## config.mk

```make
export PLATFORM = sky130hd
export DESIGN_NAME = dmem_arbiter
export DESIGN_NICKNAME = d
export VERILOG_FILES = /design/src/rtl/dmem_arb_pkg.sv /design/src/rtl/dmem_arbiter.sv
export SDC_FILE = /design/constraint.sdc
export NUM_CORES = 1
export LEC_CHECK = 0
export ABC_CLOCK_PERIOD_IN_PS = 2000
export BUFFER_PORTS_ARGS = -buffer_cell sky130_fd_sc_hd__buf_2
export CAP_MARGIN = 0
export CORE_MARGIN = 1
export CORE_UTILIZATION = 30
export DETAILED_ROUTE_END_ITERATION = 8
export PLACE_DENSITY = 0.69
export SYNTH_ARGS = -nofsm -noshare
export SYNTH_HDL_FRONTEND = slang
export SYNTH_SLANG_ARGS = --single-unit
```

## constraint.sdc

```tcl
create_clock -name clk -period 2 [get_ports clk]
set_input_delay 0.2 -clock clk [delete_from_list [all_inputs] [get_ports clk]]
set_output_delay 0.2 -clock clk [all_outputs]
set_load 0.005 [all_outputs]
```

## src/rtl/dmem_arb_pkg.sv

```systemverilog
// dmem_arb_pkg: shared state and owner encodings for the data-memory arbiter
package dmem_arb_pkg;
  typedef enum logic {ARB = 1'b0, HOST_LOCK = 1'b1} state_e;
  typedef enum logic {OWN_CPU = 1'b0, OWN_HOST = 1'b1} owner_e;
endpackage

```

## src/rtl/dmem_arbiter.sv

```systemverilog
// dmem_arbiter: shares the single-port data memory between the CPU and the host loader
module dmem_arbiter
  import dmem_arb_pkg::*;
#(
  parameter int ADDR_W = 16,
  parameter int DATA_W = 16,
  parameter int STARVE_LIM = 4
) (
  input  logic              clk,
  input  logic              reset,
  input  logic              cpu_done,
  input  logic              cpu_req,
  input  logic              cpu_we,
  input  logic [ADDR_W-1:0] cpu_addr,
  input  logic [DATA_W-1:0] cpu_wdata,
  output logic              cpu_gnt,
  output logic              cpu_rvalid,
  input  logic              host_req,
  input  logic              host_we,
  input  logic [ADDR_W-1:0] host_addr,
  input  logic [DATA_W-1:0] host_wdata,
  input  logic              host_lock,
  output logic              host_gnt,
  output logic              host_rvalid,
  output logic [DATA_W-1:0] rdata,
  output logic              mem_en,
  output logic              mem_we,
  output logic [ADDR_W-1:0] mem_addr,
  output logic [DATA_W-1:0] mem_wdata,
  input  logic [DATA_W-1:0] mem_rdata
);
  localparam int CW = $clog2(STARVE_LIM + 1);
  state_e state, state_n;
  logic [CW-1:0] starve_cnt, starve_n;
  logic lock_on, host_pri, rd_v1, rd_v2;
  owner_e rd_o1, rd_o2;
  // the cycle host_lock drops already arbitrates normally, so lock only holds while it is high
  always_comb begin
    lock_on = state == HOST_LOCK && host_lock;
    host_pri = cpu_done || starve_cnt == CW'(STARVE_LIM);
    host_gnt = !reset && host_req && (lock_on || !cpu_req || host_pri);
    cpu_gnt = !reset && cpu_req && !lock_on && !(host_req && host_pri);
    state_n = ((host_gnt && host_lock) || lock_on) ? HOST_LOCK : ARB;
    starve_n = (host_gnt || !host_req) ? '0 :
               (cpu_gnt && starve_cnt != CW'(STARVE_LIM)) ? starve_cnt + CW'(1) : starve_cnt;
  end
  always_ff @(posedge clk) begin
    if (reset) begin
      state <= ARB;
      starve_cnt <= '0;
      mem_en <= 1'b0;
      mem_we <= 1'b0;
      mem_addr <= '0;
      mem_wdata <= '0;
      rd_v1 <= 1'b0;
      rd_v2 <= 1'b0;
      rd_o1 <= OWN_CPU;
      rd_o2 <= OWN_CPU;
    end else begin
      state <= state_n;
      starve_cnt <= starve_n;
      mem_en <= cpu_gnt || host_gnt;
      mem_we <= host_gnt ? host_we : cpu_gnt && cpu_we;
      mem_addr <= host_gnt ? host_addr : cpu_gnt ? cpu_addr : mem_addr;
      mem_wdata <= host_gnt ? host_wdata : cpu_gnt ? cpu_wdata : mem_wdata;
      rd_v1 <= host_gnt ? !host_we : cpu_gnt && !cpu_we;
      rd_o1 <= host_gnt ? OWN_HOST : OWN_CPU;
      rd_v2 <= rd_v1;
      rd_o2 <= rd_o1;
    end
  end
  assign cpu_rvalid = rd_v2 && rd_o2 == OWN_CPU;
  assign host_rvalid = rd_v2 && rd_o2 == OWN_HOST;
  assign rdata = mem_rdata;
endmodule
```

# Word-level counts from Yosys, hierarchy flattened
# Cells that the tools add are included.
# totals
ff_bits	42
input_bits	88
out_inout_bits	54
wordCells	50
# op_classes
add_sub_neg	1
eq_ne	2
muxes	8
bitwise_logic	1
n_reduce_logical	28
# ops
cell	n
two-way mux 16 bit	4
logical AND 1 bit	13
zero test 1 bit	7
logical OR 1 bit	6
two-way mux 1 bit	4
adder 3 x 1 -> 3 bit, second input constant	1
equality test 3 bit, second input constant	1
inequality test 3 bit, second input constant	1
nonzero test 2 bit	1
OR reduction 2 bit	1
NOT 1 bit	1

# Longest topological paths before layout
# Gate-level depths: netlist of run 1.
# logic_depth
ltp_word	7
mapped_depth	7
depth_no_buf	6

# Worst setup path after synthesis of run 1
# OpenSTA, ideal clock, no wires.
# synth_timing
path_type	register to register
from	reg starve_cnt[0]
to	reg mem_addr[0]
setup_time_ps	130
t_arrival_ps	1483
required_ps	1870
setup_slack_ps	388
path_stages_with_launch	8
path_buffers	1
synth_period_minus_slack_ps	1612
cell_sequence	dfxtp_1 inv_1 ha_1 a21oi_1 a21oi_4 buf_8 mux2i_1 o21ai_0
# synth_between
word_cells_on_any_way	9
cone_classes	eq/ne: 1; mux: 1; reduce/logical: 7
# synth_lines
element	line_no	rtl
start, declared	dmem_arbiter.sv:34	logic [CW-1:0] starve_cnt, starve_n;
start signal, assigned	dmem_arbiter.sv:61	starve_cnt <= starve_n;
equality test 3 bit (*)	dmem_arbiter.sv:40	host_pri = cpu_done || starve_cnt == CW'(STARVE_LIM);
logical OR 1 bit (*)	dmem_arbiter.sv:40	
logical OR 1 bit (*)	dmem_arbiter.sv:41	host_gnt = !reset && host_req && (lock_on || !cpu_req || host_pri);
logical AND 1 bit (*)	dmem_arbiter.sv:41	
named net host_gnt	dmem_arbiter.sv:23	output logic host_gnt,
two-way mux 16 bit / nonzero test 2 bit (equally long branches)	-	
end signal, assigned	dmem_arbiter.sv:64	mem_addr <= host_gnt ? host_addr : cpu_gnt ? cpu_addr : mem_addr;
end, declared	dmem_arbiter.sv:28	output logic [ADDR_W-1:0] mem_addr,
# The timed path passes the listed nets; every way through them passes the cells marked *.
# A chain may end at the register's enable or synchronous reset.

# Worst setup path after layout of run 1
# layout_timing
from	reg starve_cnt[0]
to	out cpu_gnt
# layout_between
elab_chain_len	5
# layout_rtl
element	line_no	rtl
equality test 3 bit	dmem_arbiter.sv:40	
logical OR 1 bit	dmem_arbiter.sv:40	
logical AND 1 bit	dmem_arbiter.sv:42	cpu_gnt = !reset && cpu_req && !lock_on && !(host_req && host_pri);
zero test 1 bit	dmem_arbiter.sv:42	
logical AND 1 bit	dmem_arbiter.sv:42	
end, declared	dmem_arbiter.sv:16	output logic cpu_gnt,
# No other way between the ends.

==> results.json, run 1 <==
{
  "status": "complete, no violations",
  "cts_buffers": 5,
  "antenna_found_initial": 0,
  "regArea_um2": 841,
  "hold_depth": 3,
  "cp_max_fo": 5,
  "rrSetupSlack_ns": 0.43,
  "r2r_start": "starve_cnt[0]",
  "vias_per_cell": 4.34,
  "io_pins": 142,
  "row_count": 28,
  "slew_violations": 0,
  "end_kind": "output pin",
  "grt_pass1_vias": 1421,
  "start_util_pct": 31.4,
  "synth_top_area_share_pct": 44.9,
  "vdd_drop_max_mv": 0.259,
  "cp.required_ns": 1.80,
  "die-area_um2": 6560,
  "clk_latency_ns": 0.28,
  "routedWlPerCell_um": 10.9,
  "leakage_nw": 1.17,
  "power.density_nw_per_um2": 743,
  "wl_um": 4000,
  "gp_congestion": 0.653,
  "clk_pin_slew_ns": 0.08,
  "synth_area_per_cell_um2": 9.51,
  "cp-start-kind": "flip-flop",
  "use_met2_pct": 21.3,
  "tightest_slew_ns": 0.590,
  "drv_cap": 0,
  "vias": 1596,
  "whs_endpoint": "mem_addr[1]",
  "ant_nets": 0,
  "dp.final_hpwl_um": 3120,
  "rsz0062_at_grt": "false",
  "synthesis.nets": 287,
  "stdcell_area_um2": 2470,
  "min_from": "cpu_addr[1]",
  "r2r-end": "mem_wdata[14]",
  "synthArstFlopShare_pct": 0,
  "synth_warnings": 0,
  "nets": 382,
  "slew_headroom_pct": 60.5,
  "synth-seq-area-share_pct": 44.9,
  "setup_violations": 0,
  "syn_area_um2": 1870,
  "min_period_over_period_pct": 91.3,
  "clockBufferDepth": 2,
  "holdBufCountCts": 0,
  "drt_iter0_markers": 41,
  "synthCells": 197,
  "tns_ns": 0,
  "clock-sinks": 42,
  "drt_pass1_iterations": 6,
  "portBuffers": 109,
  "track_usage_pct": 12.7,
  "grt.busiest_layer": "met2",
  "use_met3_pct": 4.61,
  "area_delta_synth_final_pct": 32.1,
  "hold_viol_final": 0,
  "htreeDepth": 2,
  "yosys-top-cells-area": "dfxtp_1 (45%), mux2i_1 (17%), nand2_1 (6.6%)",
  "clock_skew_ns": 0.00707,
  "overflow": 0,
  "drive_above_1_share_pct": 43.7,
  "grt_max_degree": 19,
  "synth-main-ff-cell": "dfxtp_1",
  "fill_cells": 628,
  "layout_common_cells": "buf_2 (109), dfxtp_1 (42), nand2_1 (33)",
  "synth-seq-cells": 42,
  "dieWidth_um": 81.0,
  "diodes": 0,
  "ff2ff_path_depth": 7,
  "period_minus_slack_ns": 1.83,
  "drc": 0,
  "cts-root-buf": "clkbuf_8",
  "critical_path_class": "flip-flop to output pin",
  "reg_top3": "mem_addr x16, mem_wdata x16, starve_cnt x3",
  "chipHeight_um": 81.0,
  "arrival_ns": 1.63,
  "synth-edff-count": 0,
  "use_met1_pct": 14.7,
  "place_area_um2": 2360,
  "hp-class": "input port to flip-flop",
  "synth.distinct_cells": 28,
  "report.power.total_mw": 1.84,
  "grt_pass1_wl_um": 6350,
  "synth.largest_area_cell": "dfxtp_1",
  "final_common_cell": "buf_2",
  "core_area_um2": 5960,
  "max_freq_mhz": 548,
  "multiInputGateArea_um2": 832,
  "cts_tree": "built"
}
-- Yosys cell counts, drive strengths merged, types with 2 or more instances --
| library cell | number |
|---|---|
| o21ai | 33 |
| nand2 | 33 |
| mux2i | 32 |
| ha | 2 |
| clkbuf | 5 |
| nor2 | 2 |
| a21oi | 5 |
| nor3 | 4 |
| and2b | 2 |
| inv | 5 |
| buf | 21 |
| dfxtp | 42 |
-- kinds of logic (layout without fill, tap and decap cells) --
logic type | after synthesis | count (layout) | share of synthesized area (%)
AOI/OAI and AO/OA | 43 | 43 | 13.4
muxes | 32 | 32 | 17.1
and+or+nand+nor | 46 | 46 | 11.1
xor gates and xnor gates | 1 | 1 | 0.468
buffers and inverters | 31 | 127 | 11.7
DFF | 42 | 42 | 44.9
adders and majority gates | 2 | 2 | 1.34
-- area by class of cell --
type / count / area share (%)
flip-flops and latches: 42 / 34.0
clock buffers: 7 / 3.08
repair buffers: 114 / 23.6
clock inverters: 1 / 1.21
multi-input cells: 124 / 33.6
inverters: 5 / 0.758
well taps: 75 / 3.79
-- critical path, cell delays in order, from the launching register on --
cell,delay (ns)
dfxtp_1,0.36
inv_1,0.06
ha_1,0.21
a21oi_2,0.21
buf_4,0.16
o21ai_0,0.12
nor2_1,0.11
buf_2,0.11
-- repair_timing --
item | in CTS | in global routing
endpoints found under the setup margin | 0 | 14
setup buffers | 0 | 0
resized for setup | 0 | 2
-- per-stage QoR --
step	setup slack, ns	util, %	instances	hold slack (ns)
floorplan	0.388	-	197	0.348
global placement	0.271	39.6	360	0.400
detailed placement	0.160	39.6	360	0.400
CTS	0.0474	41.4	368	0.162
global route	0.0516	41.6	368	0.173
finish	0.174	41.6	368	0.173
-- worst max-delay path by stage --
stage / slack, ns / startpoint / depth (start not counted) / end
2_1_floorplan: 0.39 / starve_cnt[0] / 7 / mem_addr[0]
5_1_grt: 0.05 / starve_cnt[0] / 7 / cpu_gnt
6_report: 0.17 / starve_cnt[0] / 7 / cpu_gnt
3_5_place_dp: 0.16 / state / 5 / mem_addr[8]
3_3_place_gp: 0.27 / cpu_req / 6 / mem_wdata[4]
4_1_cts: 0.05 / starve_cnt[0] / 7 / cpu_gnt
-- report_power, final --
group / switching (mW) / total, mW / internal, mW
clock network: 0.265 / 0.639 / 0.373
registers: 0.0268 / 0.922 / 0.895
logic: 0.128 / 0.278 / 0.150
total: 0.420 / 1.84 / 1.42
-- per-layer routing --
metal  part of all wire, %  wire length [um]  up-vias
met2                    44              1780       78
met4                   1.6                63        0
met5                     0                 0        -
met1                    45              1810      670
li1                      -                 -      838
met3                   8.9               356       10
(Power assumes the default switching activity.)
==> run 2, diff against run 1 <==
PLACE_DENSITY = 0.62   (was 0.69)
==> run 2 against run 1 <==
- cell count grew 0.27%
- setup slack gained 0.0031 ns
- combinational power is essentially flat
- total power is essentially flat
- utilization is essentially flat
- critical endpoint unchanged
- critical path depth is the same
==> results.json, run 2 (synthesized netlist as in run 1, its figures left out) <==
{
  "status": "complete, no violations",
  "clockBufferDepth": 2,
  "overflow": 0,
  "max_freq_mhz": 549,
  "drv_cap": 0,
  "crit_path_top_delay_cell": "dfxtp_1",
  "chipHeight_um": 81.0,
  "period_minus_slack_ns": 1.82,
  "clk_latency_ns": 0.28,
  "path_depth": 7,
  "rsz0062_at_grt": "false",
  "final_common_cell": "buf_2",
  "portBuffers": 109,
  "clock-sinks": 42,
  "diodes": 0,
  "tightest_slew_ns": 0.859,
  "leakage_nw": 1.17,
  "vias_per_cell": 4.43,
  "critical_path_class": "flip-flop to output pin",
  "report.power.total_mw": 1.84,
  "ant_nets": 0,
  "row_count": 28,
  "io_pins": 142,
  "cp-start-kind": "flip-flop",
  "antenna_found_initial": 0,
  "drive_above_1_share_pct": 43.9,
  "core_area_um2": 5960,
  "tns_ns": 0,
  "grt_pass1_vias": 1460,
  "path_cells": "inv_1 -> ha_1 -> a21oi_2 -> buf_4 -> o21ai_0 -> nor2_1 -> buf_2",
  "nets": 383,
  "drc": 0,
  "hold_depth": 3,
  "slew_violations": 0,
  "cts-root-buf": "clkbuf_8",
  "drt_iter0_markers": 14,
  "clock_skew_ns": 0.00615,
  "layout_common_cells": "buf_2 (109), dfxtp_1 (42), nand2_1 (33)",
  "htreeDepth": 2,
  "cts_buffers": 5,
  "hold-worst-slack_ns": 0.173,
  "reg_top3": "mem_addr x16, mem_wdata x16, starve_cnt x3",
  "cp_top_family": "flip-flops",
  "routedWlPerCell_um": 10.8,
  "grt_pass1_wl_um": 6270,
  "ff2ff_path_depth": 5,
  "final_core_util_pct": 41.6,
  "dp.final_hpwl_um": 3150,
  "worst_slack_ns": 0.177,
  "vias": 1634,
  "end_kind": "output pin",
  "track_usage_pct": 12.4,
  "holdBufCountCts": 0,
  "slowest_delay_ns": 0.36,
  "wl_um": 3980,
  "cts_tree": "built",
  "hp-class": "input port to flip-flop",
  "place_ws_ns": 0.228,
  "start_util_pct": 31.4,
  "dieWidth_um": 81.0,
  "cp_max_fo": 5,
  "min_period_over_period_pct": 91.2,
  "hold_viol_final": 0,
  "crit_buf_inv": 3,
  "setup_violations": 0,
  "clk_pin_slew_ns": 0.08,
  "vdd_drop_max_mv": 0.320,
  "cp.required_ns": 1.80,
  "die-area_um2": 6560,
  "slew_headroom_pct": 42.4,
  "drt_pass1_iterations": 3,
  "grt_max_degree": 20,
  "area_delta_synth_final_pct": 32.2,
  "arrival_ns": 1.62,
  "gp_congestion": 0.660,
  "power.density_nw_per_um2": 743
}
-- run 2: path summary, 6_finish.rpt --
path / startpoint / endpoint / slack, ns
worst max register to register: state / mem_wdata[11] / 0.25
worst min register to register: mem_addr[8] / mem_addr[8] / 0.45
worst min-delay path: cpu_wdata[10] / mem_wdata[10] / 0.17
worst max-delay path: starve_cnt[0] / cpu_gnt / 0.18
-- run 2: through the flow --
step,std cells,area [um2]
after floorplan,197,1870
after global placement,361,2370
after detailed placement,361,2370
after CTS,369,2470
after global routing,369,2480
final,369,2480
-- run 2: metal layers --
layer | global-route usage, % | part of all wire, %
met2 | 22.4 | 49
met1 | 13.3 | 41
met3 | 4.27 | 8.5
met5 | 0 | 0
met4 | 4.46 | 1.3
-- run 2: area by class of cell --
| cell class | count | area (um2) |
|---|---|---|
| well taps | 75 | 93.8 |
| repair buffers | 115 | 591 |
| flip-flops and latches | 42 | 841 |
| multi-input cells | 124 | 826 |
| clock buffers | 7 | 76.3 |
| fillers | 616 | 3480 |
| clock inverters | 1 | 30.0 |
| inverters | 5 | 18.8 |
-- run 2: power by group --
part	internal [mW]	switching (mW)
Sequential	0.895	0.0263
Clock	0.373	0.266
Combinational	0.151	0.128
Total	1.42	0.420
-- run 2: timing repair --
action,in CTS,in global routing
buffers inserted,0,0
endpoints found under the hold margin,0,0
setup endpoints to repair,0,1
gates resized for setup,0,1
-- run 2: tightest hold or removal path, stage by stage --
cell	delay (ns)
buf_2	0.07
mux2i_1	0.05
o21ai_1	0.10
